### config.mk
export PLATFORM = sky130hd
export DESIGN_NAME = pwm_multi
export DESIGN_NICKNAME = d
export VERILOG_FILES = /design/src/rtl/pwm_multi.sv
export SDC_FILE = /design/constraint.sdc
export NUM_CORES = 1
export LEC_CHECK = 0
export CORE_ASPECT_RATIO = 0.7
export CORE_UTILIZATION = 25
export DETAILED_ROUTE_END_ITERATION = 8
export PLACE_DENSITY = 0.51
export SYNTH_ARGS = -nofsm -noshare
export SYNTH_HDL_FRONTEND = slang
export SYNTH_SLANG_ARGS = --single-unit
### constraint.sdc
create_clock -name clk -period 5.35 [get_ports clk]
set_clock_uncertainty 0.2 [all_clocks]
set_input_delay 1.07 -clock clk [delete_from_list [all_inputs] [get_ports clk]]
set_output_delay 1.07 -clock clk [all_outputs]
set_load 0.05 [all_outputs]
### src/rtl/pwm_multi.sv
// pwm_multi: multi-channel bus-mapped PWM peripheral.
// Each channel has a double-buffered period/duty pair (shadow -> active at wrap),
// an enable, an output polarity and a sticky wrap flag that can raise irq.
//
// Bus handshake (valid/ready): the master raises valid in cycle T and holds it,
// together with addr/wstrb/wdata, until it sees ready. The block answers with a
// single-cycle ready in T+1; rdata carries the read value in that cycle only and
// is 0 otherwise. A write commits on the clock edge that ends T+1. ready is never
// asserted twice for one request, so a new request may start in T+2.
module pwm_multi #(
  parameter int CHANNELS = 4,
  parameter int WIDTH    = 16
) (
  input  logic                clk,
  input  logic                resetn,
  input  logic                valid,
  output logic                ready,
  input  logic [3:0]          wstrb,
  input  logic [31:0]         addr,
  input  logic [31:0]         wdata,
  output logic [31:0]         rdata,
  output logic [CHANNELS-1:0] pwm_out,
  output logic                irq
);

  // Bus response registers
  logic                r_ready;
  logic [31:0]         r_rdata;

  // Configuration and status registers
  logic [CHANNELS-1:0] r_en;
  logic [CHANNELS-1:0] r_pol;
  logic [CHANNELS-1:0] r_status;
  logic [CHANNELS-1:0] r_irq_en;
  logic [WIDTH-1:0]    r_per_sh  [CHANNELS];
  logic [WIDTH-1:0]    r_duty_sh [CHANNELS];

  // Per-channel datapath
  logic [WIDTH-1:0]    r_per     [CHANNELS];
  logic [WIDTH-1:0]    r_duty    [CHANNELS];
  logic [WIDTH-1:0]    r_cnt     [CHANNELS];
  logic [CHANNELS-1:0] r_pwm;

  // Decode / merge wires
  logic [5:0]          w_word;
  logic                w_wr;
  logic                w_wr_ctrl;
  logic                w_wr_status;
  logic                w_wr_irq_en;
  logic [CHANNELS-1:0] w_wr_per;
  logic [CHANNELS-1:0] w_wr_duty;
  logic [31:0]         w_rd;
  logic [31:0]         w_bmask;
  logic [31:0]         w_merged;
  logic [31:0]         w_clr;
  logic [CHANNELS-1:0] w_en_nxt;
  logic [CHANNELS-1:0] w_wrap;
  logic                w_unused;

  assign w_word      = addr[7:2];
  // Writes commit in the ready cycle, while the master still holds valid.
  assign w_wr        = valid & r_ready & (wstrb != 4'b0000);
  assign w_wr_ctrl   = w_wr & (w_word == 6'd0);
  assign w_wr_status = w_wr & (w_word == 6'd1);
  assign w_wr_irq_en = w_wr & (w_word == 6'd2);

  assign w_bmask  = {{8{wstrb[3]}}, {8{wstrb[2]}}, {8{wstrb[1]}}, {8{wstrb[0]}}};
  // Byte-lane merge of write data over the current register contents.
  assign w_merged = (wdata & w_bmask) | (w_rd & ~w_bmask);
  // STATUS is write-1-to-clear, only on enabled byte lanes.
  assign w_clr    = wdata & w_bmask;

  assign w_en_nxt = w_wr_ctrl ? w_merged[CHANNELS-1:0] : r_en;

  // Address decode and read mux; unmapped offsets read 0.
  always_comb begin
    w_rd      = 32'd0;
    w_wr_per  = '0;
    w_wr_duty = '0;
    case (w_word)
      6'd0:    w_rd = 32'(r_en) | (32'(r_pol) << 16);
      6'd1:    w_rd = 32'(r_status);
      6'd2:    w_rd = 32'(r_irq_en);
      default: w_rd = 32'd0;
    endcase
    for (int n = 0; n < CHANNELS; n++) begin
      if (w_word == 6'(4 + 2 * n)) begin
        w_rd        = 32'(r_per_sh[n]);
        w_wr_per[n] = w_wr;
      end
      if (w_word == 6'(5 + 2 * n)) begin
        w_rd         = 32'(r_duty_sh[n]);
        w_wr_duty[n] = w_wr;
      end
    end
  end

  // Wrap happens on the last count of an enabled channel's period.
  always_comb begin
    w_wrap = '0;
    for (int n = 0; n < CHANNELS; n++) begin
      w_wrap[n] = r_en[n] && (r_cnt[n] == r_per[n]);
    end
  end

  // Bus response: one ready pulse per request, rdata only alongside ready.
  always_ff @(posedge clk or negedge resetn) begin
    if (!resetn) begin
      r_ready <= 1'b0;
      r_rdata <= 32'd0;
    end else begin
      r_ready <= valid & ~r_ready;
      r_rdata <= (valid & ~r_ready) ? w_rd : 32'd0;
    end
  end

  // Software-visible configuration registers and shadow period/duty.
  always_ff @(posedge clk or negedge resetn) begin
    if (!resetn) begin
      r_en     <= '0;
      r_pol    <= '0;
      r_irq_en <= '0;
      for (int n = 0; n < CHANNELS; n++) begin
        r_per_sh[n]  <= '0;
        r_duty_sh[n] <= '0;
      end
    end else begin
      if (w_wr_ctrl) begin
        r_en  <= w_merged[CHANNELS-1:0];
        r_pol <= w_merged[16 +: CHANNELS];
      end
      if (w_wr_irq_en) begin
        r_irq_en <= w_merged[CHANNELS-1:0];
      end
      for (int n = 0; n < CHANNELS; n++) begin
        if (w_wr_per[n])  r_per_sh[n]  <= w_merged[WIDTH-1:0];
        if (w_wr_duty[n]) r_duty_sh[n] <= w_merged[WIDTH-1:0];
      end
    end
  end

  // Sticky wrap flags; a wrap on the same edge as a clear keeps the flag set.
  always_ff @(posedge clk or negedge resetn) begin
    if (!resetn) begin
      r_status <= '0;
    end else begin
      r_status <= (r_status & ~(w_wr_status ? w_clr[CHANNELS-1:0] : '0)) | w_wrap;
    end
  end

  // Counters and active period/duty; shadows load on enable rise and at wrap.
  always_ff @(posedge clk or negedge resetn) begin
    if (!resetn) begin
      for (int n = 0; n < CHANNELS; n++) begin
        r_cnt[n]  <= '0;
        r_per[n]  <= '0;
        r_duty[n] <= '0;
      end
    end else begin
      for (int n = 0; n < CHANNELS; n++) begin
        if (!w_en_nxt[n]) begin
          r_cnt[n] <= '0;
        end else if (!r_en[n] || w_wrap[n]) begin
          r_cnt[n]  <= '0;
          r_per[n]  <= r_per_sh[n];
          r_duty[n] <= r_duty_sh[n];
        end else begin
          r_cnt[n] <= r_cnt[n] + WIDTH'(1);
        end
      end
    end
  end

  // Registered PWM outputs; disabled channels sit at their polarity level.
  always_ff @(posedge clk or negedge resetn) begin
    if (!resetn) begin
      r_pwm <= '0;
    end else begin
      for (int n = 0; n < CHANNELS; n++) begin
        r_pwm[n] <= r_en[n] ? ((r_cnt[n] < r_duty[n]) ^ r_pol[n]) : r_pol[n];
      end
    end
  end

  assign ready    = r_ready;
  assign rdata    = r_rdata;
  assign pwm_out  = r_pwm;
  assign irq      = |(r_status & r_irq_en);
  assign w_unused = ^{addr[31:8], addr[1:0], w_merged, w_clr};

endmodule

==> flow_summary.json, run 1 <==
{
  "drc": 4,
  "antenna_found_initial": 4,
  "ant_nets": 0,
  "area_growth_pct": 17.3,
  "violations": "DRC",
  "crit_path_top_delay_cell": "o31ai_1",
  "post_drt_wl_per_cell_um": 20.6,
  "mostFrequentLayoutCells": "dfrtp_1, nand2_1, o21ai_0",
  "clock-root-buffer": "clkbuf_16",
  "power_frac_seq": 0.464,
  "ctsHoldBuffers": 0,
  "rsz0062_at_grt": "false",
  "routabilityCongestion": 1.01,
  "vias_per_cell": 4.73,
  "cts.htree.levels": 2,
  "nNetsFinal": 1848,
  "timing.final.crit_share": 0.856,
  "overflow": 0,
  "placed_cells": 2588,
  "fp.dieW_um": 320,
  "instances_no_fill": 2654,
  "netlist_area_mm2": 0.0177,
  "synth_edf_count": 0,
  "drtIter0Drc": 919,
  "fillers": 7168,
  "dieArea_mm2": 0.0718,
  "layout-drive-gt1-share": 0.138,
  "powerDensity_mw_per_mm2": 310,
  "relSlewSlack": 0.149,
  "fin_hold_ws_ns": 0.289,
  "drt-total-wl_um": 54700,
  "synthFlopType": "dfrtp_1",
  "slowest_delay_ns": 0.81,
  "post-place-ws_ns": 0.458,
  "first_global_vias": 12695,
  "worstPathMaxFanout": 32,
  "use_met3": 0.0574,
  "max_cap_viol_count": 0,
  "yosysSeqAreaShare": 0.511,
  "intPower_mw": 4.69,
  "period_needed_ns": 4.58,
  "min_path_type": "register to register",
  "grtUsageTotal": 0.155,
  "yosys.cell_types.count": 68,
  "slew_violations": 0,
  "dp_hpwl_um": 41300,
  "cts.clk_slew.worst_paths_ns": 0.07,
  "setup_violations": 0,
  "numClockSinks": 361,
  "finalSetupTns_ns": 0,
  "leakagePower_nw": 9.67,
  "layout.cells.most_common": "dfrtp_1",
  "hold_viol_final": 0,
  "yosys_warnings": 0,
  "cts_resized": 0,
  "crit_type": "primary input to register",
  "cts_tree": "yes",
  "fmax_mhz": 218,
  "crit_buf_inv": 2,
  "post-cts-setup-buffer-count": 0,
  "ys_ff_latch": 361,
  "grt_pass1_wl_um": 82800,
  "rows": 81,
  "use_met1": 0.234,
  "core_area_mm2": 0.0698,
  "crit_path_end_kind": "register",
  "port_buffers": 58,
  "outcome": "finished with violations",
  "dieHeight_um": 224,
  "syn-instance-count": 1628,
  "power.switching_mw": 1.74,
  "async_reset_ff_frac": 1.00,
  "ir_drop_mv": 0.178,
  "worstSkewPairLatency_ns": 0.55,
  "vias": 12542,
  "p_sw_frac": 0.270,
  "worst_slack_ns": 0.770,
  "cts_buffers": 36,
  "crit_chain": "clkdlybuf4s50_1 > or3b_1 > nor3_1 > o31ai_1 > a31oi_1 > o31a_1 > a21o_1 > buf_4 > mux2_1",
  "power_frac_clock": 0.413,
  "syn_area_per_cell_um2": 10.9,
  "grt_max_degree": 104,
  "io_pins": 109,
  "arrival_ns": 4.80,
  "startpoint_type": "primary input",
  "busiest_layer": "met1",
  "cp.required_ns": 5.57,
  "crit_family": "compound AO/OA/AOI/OAI gates",
  "met2_usage": 0.204,
  "cts_max_path_buffers": 3,
  "comb_power_share": 0.123,
  "dr.pass1.iters": 7,
  "tightest_slew_ns": 1.27,
  "start_util": 0.253
}
==> cell usage after synthesis, types with 4 or more instances <==
cell	n	share of area
a221oi_1	9	0.0045
a31oi_1	15	0.0053
nand2_1	169	0.036
or4_1	4	0.0017
clkbuf_1	43	0.0091
or3_1	11	0.0039
o21ai_0	129	0.037
nand2b_1	8	0.0028
and3_1	21	0.0074
mux2i_1	16	0.0091
nor2_1	112	0.024
mux2_1	69	0.044
xor2_1	105	0.052
o21a_1	4	0.0017
nand3_1	44	0.012
o311ai_0	5	0.0025
buf_6	4	0.0025
and2_1	8	0.0028
o2111ai_1	9	0.0045
dfrtp_1	361	0.51
a21o_1	12	0.0051
o21ai_1	9	0.0025
buf_2	21	0.0059
mux2_4	30	0.025
a21oi_1	21	0.0059
ha_1	64	0.045
nor4_1	17	0.0060
o211ai_1	7	0.0030
nor3_1	27	0.0076
inv_1	76	0.016
buf_4	15	0.0064
a2111oi_0	8	0.0040
xnor2_1	19	0.0094
nor2b_1	9	0.0032
nand4_1	26	0.0092
mux2_2	74	0.047
==> worst paths after layout <==
kind                                      start                         to  slack, ns  cells past startpoint
min                        r_pol[2]$_DFFE_PN0P_       pwm_out[2]$_DFF_PN0_       0.29                      1
min in group asynchronous                resetn        r_cnt[14]$_DFF_PN0_       0.33                      1
max                                     addr[6]      r_per[33]$_DFFE_PN0P_       0.77                      9
max in group asynchronous                resetn  r_duty_sh[40]$_DFFE_PN0P_       3.53                      2
max reg2reg                 r_cnt[34]$_DFF_PN0_       pwm_out[1]$_DFF_PN0_       1.84                      8
min reg2reg                r_pol[2]$_DFFE_PN0P_       pwm_out[2]$_DFF_PN0_       0.29                      1
==> power groups by stage <==
| stage | combinational, mW | clock, mW | sequential, mW |
|---|---|---|---|
| 5_1_grt | 0.857 | 2.85 | 3.00 |
| 3_3_place_gp | 0.772 | 0 | 3.03 |
| 3_5_place_dp | 0.781 | 0 | 3.03 |
| 4_1_cts | 0.786 | 2.73 | 2.98 |
| 2_1_floorplan | 0.446 | 0 | 3.01 |
| 6_report | 0.788 | 2.66 | 2.98 |
==> flip-flops by register name (all words and copies together), names as in the netlist <==
signal     cells
pwm_out        4
r_per         64
r_en           4
r_pol          4
r_cnt         64
r_irq_en       4
ready          1
r_per_sh      64
r_status       4
r_duty_sh     64
rdata         20
r_duty        64
==> worst register-to-register path: stages, from the launching register on <==
cell	delay, ns
dfrtp_1	0.48
ha_1	0.33
a21o_1	0.16
a31oi_1	0.15
o21ai_0	0.11
a2111oi_0	0.54
o211ai_1	0.24
a2111oi_0	0.98
xor2_1	0.16
==> area by class of cell <==
type / count / area [um^2] / area share
sequential: 361 / 9030 / 0.436
multi-input combinational: 1117 / 7960 / 0.384
tap: 913 / 1140 / 0.0551
timing repair buffer: 121 / 1090 / 0.0526
clock buffer: 52 / 1060 / 0.0512
inverter: 76 / 285 / 0.0138
clock inverter: 13 / 153 / 0.00736
antenna: 1 / 2.50 / 0.000121
==> stage by stage <==
stage	cell area (um^2)	utilization	total power [mW]
floorplan	17700	-	3.45
global route	20700	0.297	6.70
global placement	19500	0.279	3.80
detailed placement	19500	0.279	3.81
CTS	20700	0.297	6.50
finish	20700	0.297	6.42
==> logic make-up after synthesis <==
family,synth area share
mux,0.126
fa+ha+maj,0.0453
compound gates,0.0906
buf+inv,0.0406
xor+xnor,0.0615
flops,0.511
other cells,0.000212
simple gates,0.125
==> per-layer routing <==
layer  share of wire  vias to the layer above
met5          0.0057                        -
met4           0.015                        4
met3           0.091                       60
met2            0.38                      358
met1            0.51                     6300
li1                -                     5820
No activity file was read; power rests on OpenSTA's default activity.
==> run 2: changes to the inputs <==
CAP_MARGIN = 25   (was unset)
CORE_ASPECT_RATIO = unset   (was 0.7)
CORE_UTILIZATION = 30   (was 25)
PLACE_DENSITY = 0.57   (was 0.51)
==> flow_summary.json, run 2 (same netlist as run 1, synthesis figures left out) <==
{
  "clock-root-buffer": "clkbuf_16",
  "r2r_slack_ns": 2.02,
  "grtUsageTotal": 0.171,
  "routabilityCongestion": 0.990,
  "powerDensity_mw_per_mm2": 326,
  "crit_start": "addr[3]",
  "layout.cells.most_common": "dfrtp_1",
  "area_growth_pct": 18.0,
  "crit_family": "simple AND/OR/NAND/NOR gates",
  "max_cap_viol_count": 0,
  "outcome": "completed",
  "placed_cells": 2436,
  "antenna_found_initial": 3,
  "finalSetupTns_ns": 0,
  "arrival_ns": 4.51,
  "drtIter0Drc": 941,
  "cts_tree": "yes",
  "numClockSinks": 361,
  "leakagePower_nw": 9.83,
  "worstSkewPairLatency_ns": 0.55,
  "post-cts-setup-buffer-count": 0,
  "cts_buffers": 42,
  "slew_violations": 0,
  "total_power_mw": 6.79,
  "cts.htree.levels": 2,
  "dieHeight_um": 245,
  "regToRegStartpoint": "ready$_DFF_PN0_",
  "fp.dieW_um": 245,
  "cp.depth": 10,
  "rows": 88,
  "postLayoutCoreUtil": 0.360,
  "worstPathMaxFanout": 32,
  "min_path_type": "register to register",
  "crit_path_top_delay_cell": "nor3b_4",
  "overflow": 0,
  "dp_hpwl_um": 37400,
  "port_buffers": 58,
  "drc": 0,
  "post_drt_wl_per_cell_um": 20.1,
  "cts_max_path_buffers": 3,
  "nNetsFinal": 1852,
  "grt_max_degree": 126,
  "io_pins": 109,
  "first_global_vias": 12384,
  "crit_type": "primary input to register",
  "dieArea_mm2": 0.0599,
  "ant_nets": 0,
  "crit_path_end_kind": "register",
  "startpoint_type": "primary input",
  "path_common_cell": "buf_4",
  "setup_violations": 0,
  "relSlewSlack": 0.354,
  "crit_chain": "clkdlybuf4s50_1 > buf_4 > nor3b_4 > nand2_1 > o221ai_1 > a31oi_1 > o31a_1 > a21o_1 > buf_4 > mux2_1",
  "rsz0062_at_grt": "false",
  "cts_resized": 0,
  "post-place-ws_ns": 0.622,
  "cp.required_ns": 5.57,
  "crit_buf_inv": 3,
  "crit_end": "r_per[44]$_DFFE_PN0P_",
  "dr.pass1.iters": 5,
  "cts.clk_slew.worst_paths_ns": 0.06,
  "layout-drive-gt1-share": 0.141,
  "hold_viol_final": 0,
  "fmax_mhz": 233,
  "period_needed_ns": 4.28,
  "tightest_slew_ns": 0.967,
  "start_util": 0.305,
  "worst_slack_ns": 1.07,
  "reg2reg_to": "r_duty[47]$_DFFE_PN0P_",
  "vias_per_cell": 4.97,
  "core_area_mm2": 0.0579,
  "ir_drop_mv": 0.179,
  "slowest_delay_ns": 0.62,
  "timing.final.crit_share": 0.801,
  "instances_no_fill": 2515,
  "grt_pass1_wl_um": 77400,
  "mostFrequentLayoutCells": "dfrtp_1, nand2_1, o21ai_0",
  "rr_worst_depth": 7,
  "ctsHoldBuffers": 0,
  "drt-total-wl_um": 50500,
  "vias": 12504
}
run 2: layout make-up:
class | instances | area [um^2]
sequential | 361 | 9030
timing repair buffer | 119 | 1120
clock buffer | 64 | 1300
antenna | 1 | 2.50
clock inverter | 12 | 191
inverter | 76 | 285
tap | 765 | 957
multi-input combinational | 1117 | 7960
fill | 5789 | 37100
run 2: report_power, final:
| part | switching, mW | internal (mW) |
|---|---|---|
| Combinational | 0.450 | 0.297 |
| Clock | 1.14 | 1.91 |
| Sequential | 0.124 | 2.87 |
run 2: per-stage QoR:
stage / hold slack (ns) / area (um^2)
2_1_floorplan: 0.249 / 17700
3_3_place_gp: 0.267 / 19300
3_5_place_dp: 0.282 / 19300
4_1_cts: 0.294 / 20800
5_1_grt: 0.310 / 20900
6_report: 0.292 / 20900
run 2: worst register-to-register path, cell delays in order (launching register included):
cell and delay (ns):
dfrtp_1 0.36, nand2_1 0.19, nor3_1 0.71, and2_0 0.57
buf_4 0.28, a21o_1 0.13, buf_4 0.37, mux2_2 0.39
run 2: layer usage:
layer	wire, um	up-vias	GRT usage
met5	0	-	0
met4	1810	0	0.0678
met3	3420	83	0.0395
met2	21700	352	0.255
met1	23600	6223	0.238
li1	-	5846	-
run 2: worst min-delay path by stage:
| stage | from | endpoint | cells past startpoint |
|---|---|---|---|
| after floorplan | r_pol[0]$_DFFE_PN0P_ | pwm_out[0]$_DFF_PN0_ | 1 |
| after global placement | r_pol[1]$_DFFE_PN0P_ | pwm_out[1]$_DFF_PN0_ | 1 |
| after detailed placement | r_duty[62]$_DFFE_PN0P_ | r_duty[62]$_DFFE_PN0P_ | 1 |
| after CTS | r_pol[1]$_DFFE_PN0P_ | pwm_out[1]$_DFF_PN0_ | 1 |
| final | r_duty[39]$_DFFE_PN0P_ | r_duty[39]$_DFFE_PN0P_ | 1 |
| after global routing | r_duty[39]$_DFFE_PN0P_ | r_duty[39]$_DFFE_PN0P_ | 1 |
